`src/rtl/div32x32_seq_if.sv`:
```
// Handshake and data bundle for the sequential 32/32 divider.
//   master : drives start/a/b, observes busy/done/quotient/remainder/div_by_zero
//   slave  : the divider side
interface div32x32_seq_if;
  logic        start;
  logic [31:0] a;
  logic [31:0] b;
  logic        busy;
  logic        done;
  logic [31:0] quotient;
  logic [31:0] remainder;
  logic        div_by_zero;

  modport master (
    output start, a, b,
    input  busy, done, quotient, remainder, div_by_zero
  );

  modport slave (
    input  start, a, b,
    output busy, done, quotient, remainder, div_by_zero
  );
endinterface

```
`src/rtl/div32x32_seq.sv`:
```
// Sequential unsigned 32/32 restoring divider, one quotient bit per cycle.
// Ports:
//   clk   : clock, rising edge
//   rst_n : asynchronous active-low reset
//   bus   : div32x32_seq_if.slave
//           start/a/b in; busy, done (1-cycle pulse), quotient, remainder,
//           div_by_zero out. Results hold until the next completion.
// A divide takes 32 CALC cycles plus one DONE cycle; b==0 skips CALC and
// reports quotient=all-ones, remainder=a.
module div32x32_seq (
  input logic           clk,
  input logic           rst_n,
  div32x32_seq_if.slave bus
);

  typedef enum logic [1:0] {StIdle, StCalc, StDone} state_e;

  state_e      state_q, state_d;
  logic [32:0] p_q, p_d;       // partial remainder
  logic [31:0] q_q, q_d;       // dividend shifting out, quotient shifting in
  logic [31:0] d_q, d_d;       // divisor
  logic [4:0]  cnt_q, cnt_d;
  logic [31:0] quotient_q, quotient_d;
  logic [31:0] remainder_q, remainder_d;
  logic        dbz_q, dbz_d;
  logic [32:0] trial;

  always_comb begin
    state_d     = state_q;
    p_d         = p_q;
    q_d         = q_q;
    d_d         = d_q;
    cnt_d       = cnt_q;
    quotient_d  = quotient_q;
    remainder_d = remainder_q;
    dbz_d       = dbz_q;
    trial       = {p_q[31:0], q_q[31]};

    unique case (state_q)
      StIdle: begin
        if (bus.start) begin
          q_d   = bus.a;
          d_d   = bus.b;
          p_d   = '0;
          cnt_d = '0;
          if (bus.b == 32'd0) begin
            state_d     = StDone;
            quotient_d  = '1;
            remainder_d = bus.a;
            dbz_d       = 1'b1;
          end else begin
            state_d = StCalc;
          end
        end
      end
      StCalc: begin
        // 33-bit compare: trial can exceed 2^32 while the divisor cannot.
        if (trial >= {1'b0, d_q}) begin
          p_d = trial - {1'b0, d_q};
          q_d = {q_q[30:0], 1'b1};
        end else begin
          p_d = trial;
          q_d = {q_q[30:0], 1'b0};
        end
        cnt_d = cnt_q + 5'd1;
        if (cnt_q == 5'd31) begin
          // Results latch on the edge that enters DONE so they are valid with done.
          state_d     = StDone;
          quotient_d  = q_d;
          remainder_d = p_d[31:0];
          dbz_d       = 1'b0;
        end
      end
      StDone: begin
        state_d = StIdle;
      end
      default: begin
        state_d = StIdle;
      end
    endcase
  end

  always_ff @(posedge clk or negedge rst_n) begin
    if (!rst_n) begin
      state_q     <= StIdle;
      p_q         <= '0;
      q_q         <= '0;
      d_q         <= '0;
      cnt_q       <= '0;
      quotient_q  <= '0;
      remainder_q <= '0;
      dbz_q       <= 1'b0;
    end else begin
      state_q     <= state_d;
      p_q         <= p_d;
      q_q         <= q_d;
      d_q         <= d_d;
      cnt_q       <= cnt_d;
      quotient_q  <= quotient_d;
      remainder_q <= remainder_d;
      dbz_q       <= dbz_d;
    end
  end

  assign bus.busy        = (state_q == StCalc);
  assign bus.done        = (state_q == StDone);
  assign bus.quotient    = quotient_q;
  assign bus.remainder   = remainder_q;
  assign bus.div_by_zero = dbz_q;

endmodule

```
`src/flat_wrapper.sv`:
```
// flat-port wrapper written by rule: the top's interface ports become plain ports
module div32x32_seq_flat 
  (clk, rst_n, bus_start, bus_a, bus_b, bus_busy, bus_done, bus_quotient, bus_remainder, bus_div_by_zero);
  div32x32_seq_if bus_i ();
  input logic clk;
  input logic rst_n;
  input wire logic [$bits(bus_i.start)-1:0] bus_start;
  input wire logic [$bits(bus_i.a)-1:0] bus_a;
  input wire logic [$bits(bus_i.b)-1:0] bus_b;
  output wire logic [$bits(bus_i.busy)-1:0] bus_busy;
  output wire logic [$bits(bus_i.done)-1:0] bus_done;
  output wire logic [$bits(bus_i.quotient)-1:0] bus_quotient;
  output wire logic [$bits(bus_i.remainder)-1:0] bus_remainder;
  output wire logic [$bits(bus_i.div_by_zero)-1:0] bus_div_by_zero;
  assign bus_i.start = bus_start;
  assign bus_i.a = bus_a;
  assign bus_i.b = bus_b;
  assign bus_busy = bus_i.busy;
  assign bus_done = bus_i.done;
  assign bus_quotient = bus_i.quotient;
  assign bus_remainder = bus_i.remainder;
  assign bus_div_by_zero = bus_i.div_by_zero;
  div32x32_seq u_core (.clk(clk), .rst_n(rst_n), .bus(bus_i));
endmodule
```
`config.mk`:
```
export PLATFORM = sky130hd
export DESIGN_NAME = div32x32_seq_flat
export DESIGN_NICKNAME = d
export VERILOG_FILES = /design/src/rtl/div32x32_seq_if.sv /design/src/rtl/div32x32_seq.sv /design/src/flat_wrapper.sv
export SDC_FILE = /design/constraint.sdc
export NUM_CORES = 1
export LEC_CHECK = 0
export CORE_MARGIN = 8
export CORE_UTILIZATION = 35
export CTS_CLUSTER_SIZE = 8
export DETAILED_ROUTE_END_ITERATION = 8
export GPL_TIMING_DRIVEN = 0
export HOLD_SLACK_MARGIN = 0.06
export PLACE_DENSITY = 0.66
export SLEW_MARGIN = 20
export SYNTH_ARGS = -nofsm -noshare
export SYNTH_HDL_FRONTEND = slang
export SYNTH_SLANG_ARGS = --single-unit
```
`constraint.sdc`:
```
create_clock -name clk -period 5.8 [get_ports clk]
set_clock_uncertainty 0.2 [all_clocks]
set_input_delay 0.58 -clock clk [delete_from_list [all_inputs] [get_ports clk]]
set_output_delay 0.58 -clock clk [all_outputs]
set_load 0.1 [all_outputs]
```
After elaboration in Yosys (flattened, before gate mapping)
Index checks and enable logic that the tools add are counted.

Multiplexer cells: 24. Shifts and indexed selects: 0. Equality and inequality tests: 6. Add/subtract/negate cells: 2. Magnitude comparators: 1. Div/mod/pow operators: 0. Reductions and logical operators: 7. Bitwise operators: 0. $mul: 0.

Operators with widths (number): 2-to-1 mux 32 bit (9); one-hot mux 32 bit (2 select lines) (4); >= comparator 33 x 32 -> 1 bit (1); logical NOT 32 bit (1); subtractor 32 bit (1); one-hot mux 5 bit (2 select lines) (1); 2-to-1 mux 2 bit (3); AND reduction 2 bit (3); adder 5 x 1 -> 5 bit (second input constant) (1); == test 5 bit (second input constant) (1); 2-to-1 mux 5 bit (1); 2-to-1 mux 1 bit (4); != test 2 x 1 -> 1 bit (second input constant) (2); one-hot mux 2 bit (2 select lines) (1); AND reduction 4 bit (1); == test 2 x 1 -> 1 bit (second input constant) (1); == test 2 bit (second input constant) (1); logical NOT 2 bit (1); != test 2 bit (second input constant) (1); one-hot mux 1 bit (2 select lines) (1); nonzero test 2 bit (1).

Memory bits (writable): 0. Logic and storage cells: 48. ROM bits: 0. Output and inout bits: 67. Bits in latches: 0. Bits of input ports: 67. Memories: 0. Bits in registers: 168.

Logic depth before layout (Yosys ltp)
Gate-level depths: netlist of run 1.

Depth in word-level cells: 4. Depth in mapped cells: 13. Gate-level depth less buffers: 13.

Worst setup path before layout of run 1
No wires, ideal clock.

Path kind: register to output. Start point: reg u_core.state_q[0]. End point: out bus_done. Cell stages (with the launch flop): 5. Arrival: 2247 ps. Path slack: 2773 ps. Data required time: 5020 ps. Path buffers: 3. Path through: dfrtp_1 clkbuf_1 clkbuf_1 clkbuf_1 nor2b_1.

Longest elaborated chain between the ends: 1.

RTL lines: from (decl) (RTL line div32x32_seq.sv:18) `state_e state_q, state_d;`; from (signal assigned) (RTL line div32x32_seq.sv:85) `state_q <= StIdle;`; from (signal assigned) (RTL line div32x32_seq.sv:94) `state_q <= state_d;`; == test 2 bit (RTL line div32x32_seq.sv:106) `assign bus.done = (state_q == StDone);`; to (decl) (RTL line flat_wrapper.sv:11) `output wire logic [$bits(bus_i.done)-1:0] bus_done;`.

No other way between the ends.

Worst setup path in the final report of run 1
Start point: reg u_core.state_q[0]. End point: out bus_busy.

Longest elaborated chain between the ends: 1.

RTL lines: == test 2 x 1 -> 1 bit (RTL line div32x32_seq.sv:105) `assign bus.busy = (state_q == StCalc);`; to (decl) (RTL line flat_wrapper.sv:10) `output wire logic [$bits(bus_i.busy)-1:0] bus_busy;`.

No other way between the ends.

==> flow_metrics.py, run 1 <==
metrics = {
    "worst_setup_path": {
        "crit_path_end_kind": "output pin",
        "rr_worst_depth": 13,
        "cp.required_ns": 5.02,
        "startpoint": "u_core.state_q[0]$_DFFE_PN0P_",
        "arrival_ns": 3.45,
        "cp-start-kind": "flop",
        "path_cells": "clkbuf_1 -> nand2b_1 -> buf_2 -> inv_2 -> buf_1 -> clkdlybuf4s50_1",
        "worstReg2RegEnd": "u_core.bus.remainder[28]$_DFFE_PN0P_",
        "crit_fanout": 10,
        "r2r-start": "u_core.q_q[31]$_DFFE_PN0P_",
        "max_stage_delay_ns": 1.27,
        "cp-endpoint": "bus_busy",
        "r2r_setup_slack_ns": 2.18,
        "path_class": "reg -> out",
        "slowest_stage": "clkdlybuf4s50_1",
    },
    "layout": {
        "final_util_pct": 44.6,
        "multi_input_area_mm2": 0.00442,
        "drive_gt1_share_pct": 5.20,
        "mostFrequentLayoutCell": "nand2_1",
        "final_cell_mix": "nand2_1 (217), dfrtp_1 (168), clkdlybuf4s50_1 (132)",
        "fillCellCount": 2538,
        "area_growth_pct": 26.3,
        "diodes": 0,
        "final_nets": 1301,
        "register_area_mm2": 0.00420,
    },
    "die": {
        "dieArea_mm2": 0.0315,
        "core_area_mm2": 0.0258,
        "fp.dieW_um": 177,
        "fp.dieH_um": 177,
        "num_rows": 59,
        "start_util_pct": 35.3,
        "io_pins": 134,
    },
    "detailed_routing": {
        "wl_mm": 29.1,
        "drc": 0,
        "drtIter0Drc": 782,
        "first_pass_iters": 8,
        "vias": 8248,
        "ant_nets": 0,
        "vias_per_cell": 5.33,
        "post_drt_wl_per_cell_um": 18.8,
    },
    "sta": {
        "final-setup-viol-count": 0,
        "clock.fmax_mhz": 236,
        "hold_viol_final": 0,
        "drv_slew": 0,
        "worst_slew_pin_slew_ns": 0.991,
        "worst_slew_margin_rel_pct": 33.7,
        "period_share_pct": 73.0,
        "period_needed_ns": 4.23,
        "grt_setup_unrepaired": "no",
    },
    "global_routing": {
        "grt_pass1_vias": 8151,
        "grt_pass1_wl_mm": 45.7,
        "gr-total-overflow": 0,
        "grt_max_degree": 92,
        "grt_use_total_pct": 18.4,
        "antenna_found_initial": 0,
    },
    "synthesis": {
        "async_reset_ff_share_pct": 100,
        "synth_edf_count": 0,
        "synth-seq-area-share_pct": 46.1,
        "ys_ff_latch": 168,
        "synthCells": 1045,
        "synth_cell_types": 63,
        "synth_flop_cell": "dfrtp_1",
        "ys_warn_count": 0,
        "syn_avg_cell_area_um2": 8.73,
        "synthesis.area_mm2": 0.00913,
        "syn_nets": 1147,
    },
    "run": {
        "max_cap_viol_count": 0,
    },
    "outcome": {
        "outcome": "finished, final reports clean",
    },
    "clock_network": {
        "cts_resized": 0,
        "cts_sinks": 168,
        "cts_tree": "built",
        "worstSkewPairLatency_ns": 0.43,
        "cts.clk_slew.worst_paths_ns": 0.07,
        "cts_max_path_buffers": 2,
        "cts-root-buf": "clkbuf_16",
        "cts_htree_levels": 4,
        "cts_made_buffers": 17,
    },
    "min_path": {
        "hold_depth": 2,
        "hold_class": "reg -> reg",
    },
    "placement": {
        "dpl.hpwl_mm": 22.9,
        "place_congestion": 0.887,
        "port_buffers": 133,
    },
}
cell type report:
cell class	instances	share of cell area, %
inverters	52	1.69
clock inverters	14	1.57
well taps	335	3.64
multi-input cells	759	38.4
plain buffers	66	2.63
clock buffers	18	3.72
flip-flops and latches	168	36.5
repair buffers	135	11.9
what timing repair did:
action	4_1_cts	5_1_grt
endpoints found under the hold margin	77	0
buffers inserted	0	0
hold buffers	1	0
state kept, by name, indices dropped and copies added, names as in the netlist:
signal / cells
u_core.bus.quotient: 32
u_core.bus.remainder: 32
u_core.d_q: 32
u_core.p_q: 32
u_core.q_q: 32
u_core.cnt_q: 5
u_core.state_q: 2
u_core.bus.div_by_zero: 1
logic make-up after synthesis:
group                      Yosys count  share of synthesized area [%]
and+or+nand+nor                    368                           18.9
AOI/OAI and AO/OA                  314                           20.5
DFF                                168                           46.1
buffers and inverters              118                           5.46
adders and majority gates           35                           4.88
xor gates and xnor gates            28                           2.69
muxes                               14                           1.55
worst min path at each step:
stage / from / endpoint / slack [ns]
detailed placement: u_core.bus.quotient[2]$_DFFE_PN0P_ / u_core.bus.quotient[2]$_DFFE_PN0P_ / 0.26
global route: u_core.bus.quotient[2]$_DFFE_PN0P_ / u_core.bus.quotient[2]$_DFFE_PN0P_ / 0.29
floorplan: rst_n / u_core.bus.div_by_zero$_DFFE_PN0P_ / 0.08
global placement: u_core.bus.quotient[29]$_DFFE_PN0P_ / u_core.bus.quotient[29]$_DFFE_PN0P_ / 0.25
finish: u_core.bus.quotient[2]$_DFFE_PN0P_ / u_core.bus.quotient[2]$_DFFE_PN0P_ / 0.27
CTS: u_core.bus.quotient[2]$_DFFE_PN0P_ / u_core.bus.quotient[2]$_DFFE_PN0P_ / 0.28
stage by stage:
step,TNS (ns),worst slack [ns],cell area [µm²],hold slack (ns),instances
after floorplan,0,2.77,9130,0.0844,1045
after global placement,-486.60,-2.91,10900,0.253,1513
after detailed placement,0,1.49,10900,0.258,1514
after CTS,0,1.57,11500,0.275,1547
after global routing,0,1.41,11500,0.292,1547
final,0,1.57,11500,0.266,1547
worst max-delay path, delay by kind of cell, from the launching register on:
kind	cells	cell delay (ns)
buffers and inverters	5	2.60
flip-flops	1	0.32
AND/OR/NAND/NOR	1	0.09
layer usage:
metal	part of all wire, %	routed length (µm)	track usage, %	vias to the layer above
li1	-	-	-	3973
met1	45	13000	24.8	3941
met2	46	13400	29.7	295
met3	7.8	2280	4.15	39
met4	1.6	479	4.48	0
met5	0	0	0	-
synth_stat cells, drive strengths merged, types with 9 or more instances:
| library cell | number | area (µm²) |
|---|---|---|
| nand2 | 217 | 815 |
| dfrtp | 168 | 4200 |
| o21ai | 133 | 666 |
| a21oi | 87 | 435 |
| nor2 | 56 | 218 |
| inv | 52 | 195 |
| clkbuf | 43 | 161 |
| ha | 34 | 425 |
| buf | 23 | 141 |
| and3b | 20 | 175 |
| a222oi | 18 | 180 |
| xnor2 | 18 | 158 |
| nand3 | 14 | 70.1 |
| a22oi | 13 | 97.6 |
| mux2i | 13 | 130 |
| nand4 | 12 | 75.1 |
| nor4 | 12 | 96.3 |
| a21o | 11 | 82.6 |
| a31oi | 11 | 68.8 |
| nor3 | 10 | 61.3 |
| xor2 | 10 | 87.6 |
| o21bai | 9 | 67.6 |
Power of run 1 is left out: the tool's default activity adds up to more than one toggle a clock period on the data nets, which glitch-free logic cannot reach.
==> run 2, diff against run 1 <==
==> constraint.sdc (replaced) <==
create_clock -name clk -period 4.35 [get_ports clk]
set_clock_uncertainty 0.2 [all_clocks]
set_input_delay 0.435 -clock clk [delete_from_list [all_inputs] [get_ports clk]]
set_output_delay 0.435 -clock clk [all_outputs]
set_load 0.1 [all_outputs]
==> results of run 2 <==
The final DEF is identical to that of run 1. Status: finished, final reports clean.
Among the figures that moved: setup slack after placement 1.49 ns -> 0.189 ns; setup slack after layout 1.57 ns -> 0.262 ns; register-to-register setup slack 2.18 ns -> 0.73 ns
Power of run 2 is left out for the same reason.
